[src/rtl/const_gate_pipe_pkg.sv]
// Shared types and the per-channel tie function for the constant-gated AND pipeline.
package const_gate_pkg;

  // Per-channel source of the b operand.
  typedef enum logic [1:0] {
    TIE_LIVE = 2'b00,
    TIE_GND  = 2'b01,
    TIE_VCC  = 2'b10,
    TIE_X    = 2'b11
  } tie_mode_e;

  // Mode-change controller states.
  typedef enum logic [1:0] {
    ST_RUN   = 2'b00,
    ST_DRAIN = 2'b01,
    ST_APPLY = 2'b10
  } fsm_state_e;

  // One channel of y = a & b with b optionally tied; X channels emit a fixed fill
  // value so simulation stays deterministic.
  function automatic logic tie_apply(input logic a, input logic b,
                                     input tie_mode_e mode, input logic x_fill);
    logic y;
    unique case (mode)
      TIE_LIVE: y = a & b;
      TIE_GND:  y = 1'b0;
      TIE_VCC:  y = a;
      default:  y = x_fill;
    endcase
    return y;
  endfunction

endpackage

[src/rtl/const_gate_pipe_if.sv]
// Data, result and configuration handshakes of const_gate_pipe bundled as one interface.
interface const_gate_pipe_if #(parameter int WIDTH = 4);

  logic               in_valid;
  logic               in_ready;
  logic [WIDTH-1:0]   in_a;
  logic [WIDTH-1:0]   in_b;
  logic               out_valid;
  logic               out_ready;
  logic [WIDTH-1:0]   out_y;
  logic               cfg_valid;
  logic               cfg_ready;
  logic [2*WIDTH-1:0] cfg_mode;
  logic [2*WIDTH-1:0] mode_q;

  // Producer/consumer side (drives operands, accepts results, offers modes).
  modport master (
    output in_valid, in_a, in_b, out_ready, cfg_valid, cfg_mode,
    input  in_ready, out_valid, out_y, cfg_ready, mode_q
  );

  // Pipeline side.
  modport slave (
    input  in_valid, in_a, in_b, out_ready, cfg_valid, cfg_mode,
    output in_ready, out_valid, out_y, cfg_ready, mode_q
  );

endinterface

[src/rtl/const_gate_pipe_stage.sv]
// One valid/ready register slice; holds its beat while the next slice is full and stalled.
module const_gate_stage
  import const_gate_pkg::*;
#(
  parameter int WIDTH = 4
) (
  input  logic             clk,
  input  logic             rst_n,
  input  logic             in_valid,
  output logic             in_ready,
  input  logic [WIDTH-1:0] in_data,
  output logic             out_valid,
  input  logic             out_ready,
  output logic [WIDTH-1:0] out_data
);

  logic             valid_q;
  logic [WIDTH-1:0] data_q;

  assign in_ready  = ~valid_q | out_ready;
  assign out_valid = valid_q;
  assign out_data  = data_q;

  // Load a new beat (or go empty) whenever the slice is empty or its beat is leaving.
  always_ff @(posedge clk or negedge rst_n) begin
    if (!rst_n) begin
      valid_q <= 1'b0;
      data_q  <= '0;
    end else if (in_ready) begin
      valid_q <= in_valid;
      if (in_valid) begin
        data_q <= in_data;
      end
    end
  end

endmodule

[src/rtl/const_gate_pipe.sv]
// WIDTH-channel y = a & b with per-channel tied b, a DEPTH-deep valid/ready pipeline,
// and a drain-before-apply controller so a mode never changes under in-flight beats.
module const_gate_pipe
  import const_gate_pkg::*;
#(
  parameter int               WIDTH      = 4,
  parameter int               DEPTH      = 2,
  parameter bit               X_FILL     = 1'b0,
  parameter logic [2*WIDTH-1:0] RESET_MODE = '0
) (
  input  logic          clk,
  input  logic          rst_n,
  const_gate_pipe_if.slave bus
);

  fsm_state_e         state_q;
  fsm_state_e         state_d;
  logic [2*WIDTH-1:0] mode_reg;
  logic               run;
  logic               busy;
  logic [WIDTH-1:0]   gated;

  logic               v [0:DEPTH];
  logic               r [0:DEPTH];
  logic [WIDTH-1:0]   d [0:DEPTH];

  // Gate each channel with the mode in force when the beat is accepted; the
  // pipeline then only carries results, so later mode changes cannot touch it.
  always_comb begin
    gated = '0;
    for (int i = 0; i < WIDTH; i++) begin
      gated[i] = tie_apply(bus.in_a[i], bus.in_b[i],
                           tie_mode_e'(mode_reg[2*i +: 2]), X_FILL);
    end
  end

  assign v[0]         = bus.in_valid & run;
  assign d[0]         = gated;
  assign r[DEPTH]     = bus.out_ready;
  assign bus.in_ready = r[0] & run;
  assign bus.out_valid = v[DEPTH];
  assign bus.out_y    = d[DEPTH];
  assign bus.mode_q   = mode_reg;

  for (genvar k = 0; k < DEPTH; k++) begin : g_stage
    const_gate_stage #(.WIDTH(WIDTH)) u_stage (
      .clk       (clk),
      .rst_n     (rst_n),
      .in_valid  (v[k]),
      .in_ready  (r[k]),
      .in_data   (d[k]),
      .out_valid (v[k+1]),
      .out_ready (r[k+1]),
      .out_data  (d[k+1])
    );
  end

  // Pipe is drained only when every slice is empty.
  always_comb begin
    busy = 1'b0;
    for (int k = 1; k <= DEPTH; k++) begin
      busy = busy | v[k];
    end
  end

  // Controller state register.
  always_ff @(posedge clk or negedge rst_n) begin
    if (!rst_n) begin
      state_q <= ST_RUN;
    end else begin
      state_q <= state_d;
    end
  end

  // Applied mode; only the APPLY state may change it.
  always_ff @(posedge clk or negedge rst_n) begin
    if (!rst_n) begin
      mode_reg <= RESET_MODE;
    end else if (state_q == ST_APPLY) begin
      mode_reg <= bus.cfg_mode;
    end
  end

  // Next state, input gating and the one-cycle cfg_ready pulse.
  always_comb begin
    state_d       = state_q;
    run           = 1'b0;
    bus.cfg_ready = 1'b0;
    unique case (state_q)
      ST_RUN: begin
        run = 1'b1;
        if (bus.cfg_valid) begin
          state_d = ST_DRAIN;
        end
      end
      ST_DRAIN: begin
        if (!bus.cfg_valid) begin
          state_d = ST_RUN;
        end else if (!busy) begin
          state_d = ST_APPLY;
        end
      end
      ST_APPLY: begin
        bus.cfg_ready = 1'b1;
        state_d       = ST_RUN;
      end
      default: begin
        state_d = ST_RUN;
      end
    endcase
  end

endmodule

[src/flat_wrapper.sv]
// flat-port wrapper written by rule: the top's interface ports become plain ports
module const_gate_pipe_flat import const_gate_pkg::*;
#(
  parameter int               WIDTH      = 4,
  parameter int               DEPTH      = 2,
  parameter bit               X_FILL     = 1'b0,
  parameter logic [2*WIDTH-1:0] RESET_MODE = '0
)
  (clk, rst_n, bus_in_valid, bus_in_a, bus_in_b, bus_out_ready, bus_cfg_valid, bus_cfg_mode, bus_in_ready, bus_out_valid, bus_out_y, bus_cfg_ready, bus_mode_q);
  const_gate_pipe_if #(.WIDTH(WIDTH)) bus_i ();
  input  logic clk;
  input  logic rst_n;
  input wire logic [$bits(bus_i.in_valid)-1:0] bus_in_valid;
  input wire logic [$bits(bus_i.in_a)-1:0] bus_in_a;
  input wire logic [$bits(bus_i.in_b)-1:0] bus_in_b;
  input wire logic [$bits(bus_i.out_ready)-1:0] bus_out_ready;
  input wire logic [$bits(bus_i.cfg_valid)-1:0] bus_cfg_valid;
  input wire logic [$bits(bus_i.cfg_mode)-1:0] bus_cfg_mode;
  output wire logic [$bits(bus_i.in_ready)-1:0] bus_in_ready;
  output wire logic [$bits(bus_i.out_valid)-1:0] bus_out_valid;
  output wire logic [$bits(bus_i.out_y)-1:0] bus_out_y;
  output wire logic [$bits(bus_i.cfg_ready)-1:0] bus_cfg_ready;
  output wire logic [$bits(bus_i.mode_q)-1:0] bus_mode_q;
  assign bus_i.in_valid = bus_in_valid;
  assign bus_i.in_a = bus_in_a;
  assign bus_i.in_b = bus_in_b;
  assign bus_i.out_ready = bus_out_ready;
  assign bus_i.cfg_valid = bus_cfg_valid;
  assign bus_i.cfg_mode = bus_cfg_mode;
  assign bus_in_ready = bus_i.in_ready;
  assign bus_out_valid = bus_i.out_valid;
  assign bus_out_y = bus_i.out_y;
  assign bus_cfg_ready = bus_i.cfg_ready;
  assign bus_mode_q = bus_i.mode_q;
  const_gate_pipe #(.WIDTH(WIDTH), .DEPTH(DEPTH), .X_FILL(X_FILL), .RESET_MODE(RESET_MODE)) u_core (.clk(clk), .rst_n(rst_n), .bus(bus_i));
endmodule
[config.mk]
export PLATFORM = sky130hd
export DESIGN_NAME = const_gate_pipe_flat
export DESIGN_NICKNAME = d
export VERILOG_FILES = /design/src/rtl/const_gate_pipe_pkg.sv /design/src/rtl/const_gate_pipe_if.sv /design/src/rtl/const_gate_pipe_stage.sv /design/src/rtl/const_gate_pipe.sv /design/src/flat_wrapper.sv
export SDC_FILE = /design/constraint.sdc
export NUM_CORES = 1
export LEC_CHECK = 0
export CORE_ASPECT_RATIO = 1.5
export CORE_MARGIN = 10
export CORE_UTILIZATION = 42
export DETAILED_ROUTE_END_ITERATION = 8
export PLACE_DENSITY = 0.89
export SLEW_MARGIN = 20
export SYNTH_ARGS = -nofsm -noshare
export SYNTH_HDL_FRONTEND = slang
export SYNTH_SLANG_ARGS = --single-unit
[constraint.sdc]
create_clock -name clk -period 1.86 [get_ports clk]
set_input_delay 0.279 -clock clk [delete_from_list [all_inputs] [get_ports clk]]
set_output_delay 0.279 -clock clk [all_outputs]
set_load 0.02 [all_outputs]
==> out/metrics.yaml, run 1 <==
fin_util: 0.635
slowest_stage: "clkdlybuf4s50_1"
cts_tree: "built"
place.gp.congestion: 0.741
setup_viol: 0
drtIter0Drc: 4
synth_cells: 62
critPathLaunchType: "flip-flop"
wl_per_cell_um: 16.8
slew_viol_final: 0
ys_seq_elements: 20
period_share: 0.902
yosys-top-cells-area: "dfrtp_1, mux2_4, mux2_1"
synthXorXnorAreaFrac: 0
synthMuxAreaShare: 0.248
synth_edf_count: 0
rows: 20
critPathTopFamily: "buffers and inverters"
num_io_pins: 36
fmax_mhz: 596
status: "completed"
max_cap_violations: 0
nets: 121
grt_usage: 0.0886
finalCriticalPeriod_ns: 1.68
synth_top_family_by_area: "multiplexers"
grt_pass1_wl_um: 3130
core_area_mm2: 0.00205
synth_top_area_cell: "dfrtp_1"
critPathMaxFanout: 5
dr.pass1.iters: 2
place_ws_ns: -0.0426
syn_area_per_cell_um2: 14.6
async_reset_ff_frac: 1.00
initial_utilization: 0.442
p_int_mw: 1.23
hold_buffers: 0
p_leak_nw: 0.606
synth_seq_area_share: 0.552
cts_inserted_buffers: 3
ctsLongestPathBuffers: 2
syn_nets: 83
antenna_left: 0
hpwl_um: 1680
cp_num_buf_inv: 1
clk_latency_ns: 0.29
cts.repair.resized: 1
grt_overflow: 0
synth_area_um2: 907
end_kind: "output pin"
fin_area_mm2: 0.00130
fillers: 165
synth_top_area_frac: 0.552
clkPwrFrac: 0.135
p_per_area_mw_per_mm2: 1420
grt_pass1_vias: 645
clock_skew_ns: 0.00605
hold-worst-slack_ns: 0.308
synth_adder_area_share: 0
crit_type: "flip-flop to output pin"
p_seq_frac: 0.407
area_growth_pct: 43.7
avgViaCountPerCell: 4.90
synth_compound_area_frac: 0.00552
routed_wl_um: 2040
tns_ns: 0
port_buffers: 35
yosys_warnings: 0
worst_pin_slew_ns: 0.275
crit_arrival_ns: 1.40
layout_setup_ws_ns: 0.183
rsz0062_at_grt: "no"
ys.flop_type: "dfrtp_1"
placed_cells: 117
cts_root_buf: "clkbuf_4"
hold_path.class: "input pin to async pin"
max_stage_delay_ns: 0.65
power.share.switching: 0.332
path_cells: "clkdlybuf4s50_1"
die_w_um: 57.9
drc: 0
ir_worst_vdd_uv: 819
die_h_um: 76.9
htreeDepth: 1
combPwrFrac: 0.458
synth_most_common_cell: "dfrtp_1"
numClockSinks: 20
synth_commonest_cells: "dfrtp_1, mux2_4, nor2_1"
yosys.area_share.simple: 0.149
relSlewSlack: 0.814
hold_viol: 0
power_switching_mw: 0.612
antenna_cells: 0
antenna_found_initial: 0
post-cts-setup-buffer-count: 0
drive_above_1_share: 0.242
final_cells: 121
critPathRequiredTime_ns: 1.58
grt_max_degree: 21
dieArea_mm2: 0.00446
ys_types: 16
finalPower_mw: 1.85
placed_area_mm2: 0.00127
path_clk_slew_ns: 0.11
num_vias: 593
## power groups by stage
stage | sequential [mW] | clock (mW) | combinational, mW
after floorplan | 0.844 | 0 | 0.419
after global placement | 0.753 | 0 | 0.840
after detailed placement | 0.759 | 0 | 0.862
after CTS | 0.752 | 0.251 | 0.864
after global routing | 0.776 | 0.272 | 0.895
final | 0.750 | 0.249 | 0.846
## worst paths after layout
check | start | to | slack, ns | depth (start not counted)
worst max-delay path | u_core.g_stage[1].u_stage.out_valid | bus_out_valid | 0.18 | 1
worst min-delay path | rst_n | u_core.bus.mode_q[4] | 0.31 | 2
worst max register to register | u_core.state_q[0] | u_core.bus.mode_q[3] | 0.61 | 3
worst min register to register | u_core.g_stage[1].u_stage.out_data[2] | u_core.g_stage[1].u_stage.out_data[2] | 0.50 | 1
max in group asynchronous | rst_n | u_core.g_stage[1].u_stage.out_data[1] | 1.34 | 2
min in group clk | u_core.g_stage[1].u_stage.out_data[2] | u_core.g_stage[1].u_stage.out_data[2] | 0.50 | 1
## kinds of logic after synthesis
family                 after synthesis
AOI/OAI and AO/OA                    1
muxes                               16
and+or+nand+nor                     20
DFF                                 20
buffers and inverters                5
## sequential cells by signal, summed over array words and instances (netlist names)
register and cells:
u_core.bus.mode_q 8, u_core.g_stage.u_stage.out_data 8, u_core.g_stage.u_stage.out_valid 2, u_core.state_q 2
## layout make-up
type | count | area (um^2) | share of cell area
Clock buffer | 4 | 36.3 | 0.0278
Multi-Input combinational cell | 37 | 365 | 0.280
Sequential cell | 20 | 500 | 0.384
Tap cell | 22 | 27.5 | 0.0211
Timing Repair Buffer | 38 | 374 | 0.287
## cell usage in the layout, fill, tap and decap left out
cell             netlist  routed
nor2b_2                1       1
nor2_1                 5       5
nor3b_1                4       4
clkbuf_8               0       1
nor4b_1                1       1
nand2b_1               3       3
and2_2                 1       1
a21oi_1                1       1
dlygate4sd2_1          0       1
mux2_1                 4       4
buf_4                  4       3
clkdlybuf4s50_1        0      33
dlymetal6s2s_1         0       1
mux2_4                12      12
nand2_1                2       2
nor2_2                 1       1
nand3b_2               1       1
nand3_4                1       1
clkbuf_4               0       3
dfrtp_1               20      20
## metal layers
| layer | vias up | part of all wire | GRT usage |
|---|---|---|---|
| met5 | - | 0 | 0 |
| met4 | 0 | 0.020 | 0.0566 |
| met3 | 2 | 0.067 | 0.0264 |
| met2 | 20 | 0.54 | 0.150 |
| met1 | 286 | 0.37 | 0.0898 |
| li1 | 285 | - | - |
Note: power is estimated with default switching activity, not from simulation.
==> inputs of run 2 (changes only) <==
- RECOVER_POWER: default -> 25
==> out/metrics.yaml, run 2 (synthesis gave the netlist of run 1 again) <==
drtIter0Drc: 2  # was 4
initial_utilization: 0.442  # unchanged
placed_cells: 117  # unchanged
avgViaCountPerCell: 4.93  # was 4.90
fillers: 167  # was 165
cts_tree: "built"  # unchanged
cts_inserted_buffers: 3  # unchanged
hold_path.class: "flip-flop to flip-flop"  # was input pin to async pin
num_io_pins: 36  # unchanged
nets: 121  # unchanged
status: "completed"  # unchanged
htreeDepth: 1  # unchanged
fmax_mhz: 596  # about the same
critPathMaxFanout: 5  # unchanged
p_per_area_mw_per_mm2: 1420  # about the same
critPathRequiredTime_ns: 1.58  # about the same
period_share: 0.901  # was 0.902
crit_arrival_ns: 1.40  # about the same
layout_setup_ws_ns: 0.183  # about the same
antenna_left: 0  # unchanged
end_kind: "output pin"  # unchanged
place_ws_ns: -0.0426  # unchanged
grt_pass1_vias: 645  # unchanged
antenna_found_initial: 0  # unchanged
p_leak_nw: 0.603  # was 0.606 nW
max_stage_delay_ns: 0.65  # about the same
relSlewSlack: 0.279  # was 0.814
final_cell_mix: "clkdlybuf4s50_1, dfrtp_1, mux2_4"  # unchanged
dieArea_mm2: 0.00446  # unchanged
final_cells: 121  # unchanged
worst_pin_slew_ns: 1.08  # was 0.275 ns
cts_root_buf: "clkbuf_4"  # unchanged
ctsLongestPathBuffers: 2  # unchanged
clk_latency_ns: 0.29  # about the same
place.gp.congestion: 0.741  # unchanged
wl_per_cell_um: 16.8  # about the same
numClockSinks: 20  # unchanged
post-cts-setup-buffer-count: 0  # unchanged
hpwl_um: 1680  # unchanged
grt_overflow: 0  # unchanged
placed_area_mm2: 0.00127  # unchanged
routed_wl_um: 2030  # was 2040 um
drive_above_1_share: 0.232  # was 0.242
port_buffers: 35  # unchanged
grt_pass1_wl_um: 3130  # unchanged
rsz0062_at_grt: "no"  # unchanged
dr.pass1.iters: 2  # unchanged
die_w_um: 57.9  # unchanged
die_h_um: 76.9  # unchanged
grt_max_degree: 21  # unchanged
ir_worst_vdd_uv: 819  # about the same
area_growth_pct: 43.3  # was 43.7%
path_clk_slew_ns: 0.11  # about the same
slew_viol_final: 0  # unchanged
core_area_mm2: 0.00205  # unchanged
fin_area_mm2: 0.00130  # about the same
crit_type: "flip-flop to output pin"  # unchanged
cp_num_buf_inv: 1  # unchanged
finalCriticalPeriod_ns: 1.68  # about the same
antenna_cells: 0  # unchanged
drc: 0  # unchanged
grt_usage: 0.0886  # unchanged
final_common_cell: "clkdlybuf4s50_1"  # unchanged
hold_viol: 0  # unchanged
path_cells: "clkdlybuf4s50_1"  # unchanged
rows: 20  # unchanged
critPathTopFamily: "buffers and inverters"  # unchanged
slowest_stage: "clkdlybuf4s50_1"  # unchanged
critPathLaunchType: "flip-flop"  # unchanged
clock_skew_ns: 0.00608  # was 0.00605 ns
max_cap_violations: 0  # unchanged
num_vias: 596  # was 593
setup_viol: 0  # unchanged
run 2: cell types whose count changed in the layout (fill, tap and decap cells not counted), sizes merged:
| cell | before | now |
|---|---|---|
| dlygate4sd3 | 0 | 1 |
| buf | 3 | 2 |
| clkdlybuf4s50 | 33 | 32 |
| clkbuf | 4 | 5 |
run 2: stage by stage:
step | setup TNS [ns] | hold slack [ns] | utilization | power [mW]
CTS | 0 | 0.311 | 0.634 | 1.87
floorplan | 0 | -0.0166 | - | 1.26
global route | 0 | 0.524 | 0.634 | 1.94
finish | 0 | 0.501 | 0.634 | 1.84
global placement | -0.0134 | 0.474 | 0.617 | 1.59
detailed placement | -0.0426 | 0.480 | 0.617 | 1.62
run 2: layout make-up:
| cell class | count | area, um^2 | share of cell area |
|---|---|---|---|
| multi-input cells | 37 | 365 | 0.281 |
| well taps | 22 | 27.5 | 0.0212 |
| repair buffers | 38 | 370 | 0.285 |
| clock buffers | 4 | 36.3 | 0.0279 |
| flip-flops and latches | 20 | 500 | 0.385 |
run 2: metal layers:
metal	track usage	vias up	wire length, um
met4	0.0566	0	40
met1	0.0898	288	750
met3	0.0264	2	137
met5	0	-	0
met2	0.150	20	1110
li1	-	286	-
run 2: timing repair:
action	CTS	global route
gates resized for setup	1	1
hold buffers	0	0
endpoints found under the setup margin	1	1
run 2: power by group:
| group | switching, mW | internal [mW] |
|---|---|---|
| combinational | 0.348 | 0.497 |
| clock | 0.130 | 0.119 |
| sequential | 0.134 | 0.615 |
| total | 0.612 | 1.23 |
run 2: worst paths after layout:
check | from | end | slack [ns] | cells after the start
min in group asynchronous | rst_n | u_core.state_q[0] | 0.69 | 2
setup / recovery | u_core.g_stage[1].u_stage.out_valid | bus_out_valid | 0.18 | 1
hold reg to reg | u_core.g_stage[1].u_stage.out_data[2] | u_core.g_stage[1].u_stage.out_data[2] | 0.50 | 1
hold / removal | u_core.g_stage[1].u_stage.out_data[2] | u_core.g_stage[1].u_stage.out_data[2] | 0.50 | 1
max in group asynchronous | rst_n | u_core.g_stage[1].u_stage.out_data[1] | 0.53 | 2
setup reg to reg | u_core.state_q[0] | u_core.bus.mode_q[3] | 0.61 | 3
